--- config.mk ---
export PLATFORM = sky130hd
export DESIGN_NAME = grant_issuer
export DESIGN_NICKNAME = d
export VERILOG_FILES = /design/src/rtl/grant_issuer_pkg.sv /design/src/rtl/grant_issuer_onehot_decoder.sv /design/src/rtl/grant_issuer.sv
export SDC_FILE = /design/constraint.sdc
export NUM_CORES = 1
export LEC_CHECK = 0
export CAP_MARGIN = 20
export CELL_PAD_IN_SITES_DETAIL_PLACEMENT = 1
export CELL_PAD_IN_SITES_GLOBAL_PLACEMENT = 1
export CORE_AREA = 4 4 41 43
export CTS_BUF_LIST = sky130_fd_sc_hd__clkbuf_8
export DETAILED_ROUTE_END_ITERATION = 8
export DIE_AREA = 0 0 45 47
export DONT_BUFFER_PORTS = 1
export PLACE_DENSITY_LB_ADDON = 0.1
export SYNTH_ARGS = -nofsm -noshare
export SYNTH_HDL_FRONTEND = slang
export SYNTH_SLANG_ARGS = --single-unit
--- constraint.sdc ---
create_clock -name i_clk -period 2 [get_ports i_clk]
set_input_delay 0.3 -clock i_clk [delete_from_list [all_inputs] [get_ports i_clk]]
set_output_delay 0.3 -clock i_clk [all_outputs]
set_load 0.02 [all_outputs]
--- src/rtl/grant_issuer_pkg.sv ---
// Shared arbitration types: grant FSM state encoding and the index-to-one-hot helper.
package arb_pkg;

    typedef enum logic {
        IDLE  = 1'b0,
        GRANT = 1'b1
    } grant_state_t;

    localparam int ONEHOT_MAX_W = 64;

    // Generic index-to-one-hot conversion; callers truncate to their own width.
    function automatic logic [ONEHOT_MAX_W-1:0] onehot_of(input int unsigned idx);
        logic [ONEHOT_MAX_W-1:0] v;
        v = '0;
        if (idx < ONEHOT_MAX_W) v[idx] = 1'b1;
        return v;
    endfunction

endpackage

--- src/rtl/grant_issuer_onehot_decoder.sv ---
// Combinational index-to-one-hot decoder; output is all-zero when disabled
// or when the index does not address a real requester.
module onehot_decoder
    import arb_pkg::*;
#(
    parameter  int WIDTH = 4,
    localparam int IDX_W = $clog2(WIDTH)
) (
    input  logic [IDX_W-1:0] i_idx,
    input  logic             i_en,
    output logic [WIDTH-1:0] o_onehot
);

    always_comb begin
        o_onehot = '0;
        for (int i = 0; i < WIDTH; i++) begin
            o_onehot[i] = i_en && (32'(i_idx) == i);
        end
    end

endmodule

--- src/rtl/grant_issuer.sv ---
// Decodes an accepted arbiter index into a held one-hot grant and reports its release.
// Optional forced release after MAX_HOLD grant cycles when GRANT_TIMEOUT_EN is defined.
module grant_issuer
    import arb_pkg::*;
#(
    parameter  int WIDTH    = 4,
    parameter  int MAX_HOLD = 16,
    localparam int IDX_W    = $clog2(WIDTH)
) (
    input  logic             i_clk,
    input  logic             i_rst,
    input  logic [IDX_W-1:0] i_idx,
    input  logic             i_valid,
    output logic             o_ready,
    output logic [WIDTH-1:0] o_gnt,
    input  logic [WIDTH-1:0] i_done,
    output logic             o_release,
    output logic [IDX_W-1:0] o_release_idx,
    output logic             o_err,
    output logic             o_timeout,
    output grant_state_t     o_state
);

    if (WIDTH < 2) begin : g_bad_width
        $error("grant_issuer: WIDTH must be at least 2");
    end
    if (MAX_HOLD < 1) begin : g_bad_hold
        $error("grant_issuer: MAX_HOLD must be at least 1");
    end

    // Handshake: an index transfers on a rising edge where i_valid && o_ready.
    // o_ready depends on state only, so the source may hold i_valid across a
    // busy grant and the index is consumed on the first edge back in IDLE.

    grant_state_t     state_q, state_d;
    logic [IDX_W-1:0] owner_q, owner_d;
    logic [WIDTH-1:0] gnt_q, gnt_d;
    logic             release_q, release_d;
    logic [IDX_W-1:0] release_idx_q, release_idx_d;
    logic             err_q, err_d;
    logic             timeout_q, timeout_d;

    logic             in_range;
    logic             accept;
    logic             reject;
    logic             done_hit;
    logic             force_rel;
    logic [WIDTH-1:0] dec_onehot;

    assign in_range = ({1'b0, i_idx} < (IDX_W+1)'(WIDTH));
    assign accept   = (state_q == IDLE) && i_valid && in_range;
    assign reject   = (state_q == IDLE) && i_valid && !in_range;
    // gnt_q is the owner's one-hot, so masking i_done with it honours only the owner.
    assign done_hit = (state_q == GRANT) && |(i_done & gnt_q);

    onehot_decoder #(.WIDTH(WIDTH)) u_dec (
        .i_idx    (i_idx),
        .i_en     (accept),
        .o_onehot (dec_onehot)
    );

`ifdef GRANT_TIMEOUT_EN
    localparam int CNT_W = $clog2(MAX_HOLD + 1);
    logic [CNT_W-1:0] hold_cnt_q;

    // hold_cnt_q counts completed grant cycles, so MAX_HOLD-1 marks the last one.
    assign force_rel = (state_q == GRANT) && !done_hit &&
                       (hold_cnt_q == CNT_W'(MAX_HOLD - 1));

    always_ff @(posedge i_clk) begin
        if (i_rst) begin
            hold_cnt_q <= '0;
        end else if (accept) begin
            hold_cnt_q <= '0;
        end else if (gnt_q != '0) begin
            hold_cnt_q <= hold_cnt_q + CNT_W'(1);
        end
    end
`else
    assign force_rel = 1'b0;
`endif

    always_comb begin
        state_d       = state_q;
        owner_d       = owner_q;
        gnt_d         = gnt_q;
        release_d     = 1'b0;
        release_idx_d = release_idx_q;
        err_d         = 1'b0;
        timeout_d     = 1'b0;
        case (state_q)
            IDLE: begin
                if (accept) begin
                    owner_d = i_idx;
                    gnt_d   = dec_onehot;
                    state_d = GRANT;
                end else if (reject) begin
                    err_d = 1'b1;
                end
            end
            GRANT: begin
                if (done_hit || force_rel) begin
                    gnt_d         = '0;
                    release_d     = 1'b1;
                    release_idx_d = owner_q;
                    timeout_d     = force_rel;
                    state_d       = IDLE;
                end
            end
            default: begin
                gnt_d   = '0;
                state_d = IDLE;
            end
        endcase
    end

    always_ff @(posedge i_clk) begin
        if (i_rst) begin
            state_q       <= IDLE;
            owner_q       <= '0;
            gnt_q         <= '0;
            release_q     <= 1'b0;
            release_idx_q <= '0;
            err_q         <= 1'b0;
            timeout_q     <= 1'b0;
        end else begin
            state_q       <= state_d;
            owner_q       <= owner_d;
            gnt_q         <= gnt_d;
            release_q     <= release_d;
            release_idx_q <= release_idx_d;
            err_q         <= err_d;
            timeout_q     <= timeout_d;
        end
    end

    assign o_ready       = (state_q == IDLE);
    assign o_gnt         = gnt_q;
    assign o_release     = release_q;
    assign o_release_idx = release_idx_q;
    assign o_err         = err_q;
    assign o_timeout     = timeout_q;
    assign o_state       = state_q;

endmodule

# --- Word level (Yosys, flattened, before mapping) ---
# Cells that the tools add are included.
totals:
  register_bits: 10
classes:
  n_eq_ne: 5
  n_mux: 7
  n_bitwise: 2
  reduce_logical: 12
op_table:
  columns: ["operator", "count"]
  rows:
  - ["two-way mux 4 bit", 2]
  - ["case mux 4 bit (2 select lines)", 1]
  - ["logical AND 1 bit", 6]
  - ["AND reduction 2 bit", 3]
  - ["AND 4 bit", 1]
  - ["equality test 2 bit, second input constant", 2]
  - ["inequality test 2 x 1 -> 1 bit, second input constant", 2]
  - ["OR reduction 4 bit", 1]
  - ["two-way mux 1 bit", 3]
  - ["equality test 2 x 1 -> 1 bit, second input constant", 1]
  - ["zero test 2 bit", 1]
  - ["case mux 1 bit (2 select lines)", 1]
  - ["OR reduction 2 bit", 1]
  - ["inverter 1 bit", 1]

# --- Longest topological paths before layout ---
depth:
  ltp_word: 5
  depth_mapped: 3
  ltp_nobuf: 3

# --- By module ---
# From an unflattened synthesis, not the netlist that was laid out.
hier_totals:
  hier_cells: 45
  area_unflattened_um2: 474.2
by_module_without_submodules:
  columns: ["module", "instances", "cells_each", "area_each_um2", "seq_area_each_um2"]
  rows:
  - ["grant_issuer", 1, 41, 436.7, 200.2]
  - ["onehot_decoder", 1, 4, 37.5, 0.0]

# --- Worst setup path before layout ---
# No wires, ideal clock.
synth_path:
  path_type: "register to register"
  from: "reg state_q, in the netlist o_state"
  to: "reg release_idx_q[0], in the netlist o_release_idx[0]"
  setup_ns: 0.072
  t_arrival_ns: 1.100
  setup_slack_ns: 0.828
  stages_incl_launch_ff: 4
  n_path_buf: 0
  period_less_slack_ns: 1.172
  cell_sequence: "dfxtp_1 -> inv_1 -> a21oi_4 -> mux2i_1"
synth_via:
  elab_chain_len: 2
synth_rtl:
  columns: ["item", "line_no", "source"]
  rows:
  - ["from (decl)", "grant_issuer.sv:35", "grant_state_t state_q, state_d;"]
  - ["from (signal assigned)", "grant_issuer.sv:127", "state_q <= state_d;"]
  - ["logical AND 1 bit", "grant_issuer.sv:54", "assign done_hit = (state_q == GRANT) && |(i_done & gnt_q);"]
  - ["AND reduction 2 bit (no source line) *", null, null]
  - ["to (signal assigned)", "grant_issuer.sv:131", "release_idx_q <= release_idx_d;"]
  - ["to (decl)", "grant_issuer.sv:39", "logic [IDX_W-1:0] release_idx_q, release_idx_d;"]
# Every way passes the cells marked *; elsewhere a longest branch is shown, timed or not.
# A chain may end at the register's enable or synchronous reset.

# --- Final worst setup path ---
layout_path:
  from: "reg state_q, in the netlist o_state"
  to: "reg release_idx_q[1], in the netlist o_release_idx[1]"
# Same word-level chain as after synthesis.

==> results.toml <==
[place]
post-dp-hpwl_um = 705
dp.cells = 60
io_buffers = 0
gp_congestion = 0.656

[clock_tree]
cts_buffers = 3
cts_tree = "yes"
cts_setup_buffers = 0
ctsHoldBuffers = 0
cts.htree.levels = 1
cts_resized = 0
clkLatencyLatePin_ps = 230
clk_pin_slew_ps = 50
max-clock-path-buffers = 2
cts-root-buf = "clkbuf_8"
cts.sinks = 10

[worst_setup_path]
endpoint_kind = "flip-flop"
crit_type = "reg2reg"
startpoint_type = "flip-flop"
path_max_fanout = 8
required_ps = 2160
critPathArrivalTime_ps = 1470

[pwr]
powerDensity_nw_per_um2 = 917
ir_drop_mv = 0.294
leakagePower_nw = 0.169
total_power_w = 0.000458

[min_path]
hp-class = "in2reg"

[outcome]
run_status = "complete, no violations"

[cells_and_area]
multi_input_area_um2 = 235
layout.cells.non_filler = 63
diodes = 0
fillers = 159
nets = 59
drive_gt1_share_pct = 16.7
syn2layout_area_growth_pct = 9.92
utilization_pct = 38.4
seq_area_um2 = 200

[yosys]
synth_top_area_share_pct = 44.1
ys_seq_elements = 10
synthCells = 47
ys_top_cells_by_count = "10 x dfxtp_1, 6 x nand3b_1, 4 x nand2_1, 4 x nand2b_1, 3 x o22ai_1"
synth.most_common_cell = "dfxtp_1"
synth.area.top_cells = "dfxtp_1 44%, nand3b_1 9.9%, nand2b_1 5.5%, mux2i_1 4.4%, o22ai_1 4.1%"
netlist_area_um2 = 454
ys_seq_area_share_pct = 44.1
synth.distinct_cells = 21
yosysWarningCount = 0
synth_edf_count = 0
async_reset_ff_share_pct = 0
synth_top_flop_cell = "dfxtp_1"
yosysTopAreaCell = "dfxtp_1"
synth_area_per_cell_um2 = 9.66

[job]
cap_violations = 0

[routing]
drc = 0
first_pass_iters = 4
vias_per_cell = 5.35
ant_nets = 0
finalWirelength_um = 955
via_count = 337
drtIter0Drc = 3
avgRoutedWirePerCell_um = 15.2

[global_routing]
grt_max_degree = 17
grt_remaining_overflow = 0
antenna_found_initial = 0
grt_usage_pct = 10.1
grt_pass1_wl_um = 1400
grt_pass1_vias = 314

[floorplan]
die-area_um2 = 2120
fp.coreArea_um2 = 1300
die_w_um = 45
rows = 13
start_util_pct = 34.9
die_y_um = 47
io_pins = 20

[timing]
setup_tns_ps = 0
rsz0062_at_grt = "false"
finalHoldViolCount = 0
max_clock_freq_mhz = 759
whs_ps = 138
fin_skew_ps = 5.40
post-route-period-util_pct = 65.9
layout_min_cycle_time_ps = 1320
finalSetupViolations = 0
final_max_slew_viol_count = 0
-- path summary, 6_finish.rpt --
| check | start | end | slack, ps | cells after the start |
|---|---|---|---|---|
| worst max register to register | o_state$_SDFF_PP0_ | o_release_idx[1]$_SDFFE_PP0P_ | 680 | 3 |
| worst min register to register | owner_q[1]$_SDFFE_PP0P_ | owner_q[1]$_SDFFE_PP0P_ | 450 | 2 |
| worst max-delay path | o_state$_SDFF_PP0_ | o_release_idx[1]$_SDFFE_PP0P_ | 680 | 3 |
| worst min-delay path | i_rst | owner_q[1]$_SDFFE_PP0P_ | 140 | 1 |
-- critical path: stages (launching register included) --
cell and delay (ps):
dfxtp_1 490, inv_1 220, a21oi_4 310, mux2i_1 210
-- metrics by stage --
step                instance area (um^2)  setup WS, ps
finish                               499           682
global route                         499           541
detailed placement                   458           684
CTS                                  499           671
global placement                     458           733
floorplan                            458           828
-- cell families (layout without fill, tap and decap cells) --
logic type | after synthesis | in the layout | share of synthesized area [%]
buffers and inverters | 4 | 4 | 4.96
other | 1 | 2 | 0.826
multiplexers | 2 | 2 | 4.41
AND/OR/NAND/NOR | 21 | 21 | 30.6
flip-flops | 10 | 10 | 44.1
AO/OA/AOI/OAI | 9 | 9 | 15.2
-- area by class of cell --
class                           count  share of cell area, %
Tap cell                           15                   3.76
Multi-Input combinational cell     34                   47.1
Inverter                            1                  0.752
Sequential cell                    10                   40.1
Clock buffer                        3                   8.27
-- placed cells by master (no fill, tap or decap) --
| master | count |
|---|---|
| nand2b_1 | 4 |
| nand3_1 | 1 |
| nor2_1 | 1 |
| nor3_1 | 1 |
| nand2_1 | 4 |
| o22ai_1 | 3 |
| a21oi_4 | 1 |
| conb_1 | 2 |
| nor2b_1 | 1 |
| nand3b_1 | 6 |
| a21oi_1 | 2 |
| or4_4 | 1 |
| dfxtp_1 | 10 |
| clkbuf_8 | 3 |
| and2b_2 | 1 |
| o21ai_2 | 1 |
| nand2b_4 | 1 |
| a22oi_1 | 2 |
| mux2i_1 | 2 |
| inv_1 | 1 |
-- routing by layer --
metal / GRT usage [%] / wire [um] / part of all wire [%]
met1: 12.8 / 454 / 48
met2: 12.1 / 370 / 39
met3: 7.28 / 130 / 14
met4: 5.26 / 0 / 0
met5: 0 / 0 / 0
-- sequential cells by signal (all words and copies together), names as in the netlist --
signal and count:
o_gnt 4, o_release_idx 2, owner_q 2, o_release 1, o_state 1
-- report_power, final --
part	switching (W)	total (W)	internal, W
sequential	0.0000132	0.000221	0.000208
clock	0.0000691	0.000200	0.000131
combinational	0.0000205	0.0000363	0.0000157
No activity file was read; power rests on OpenSTA's default activity.
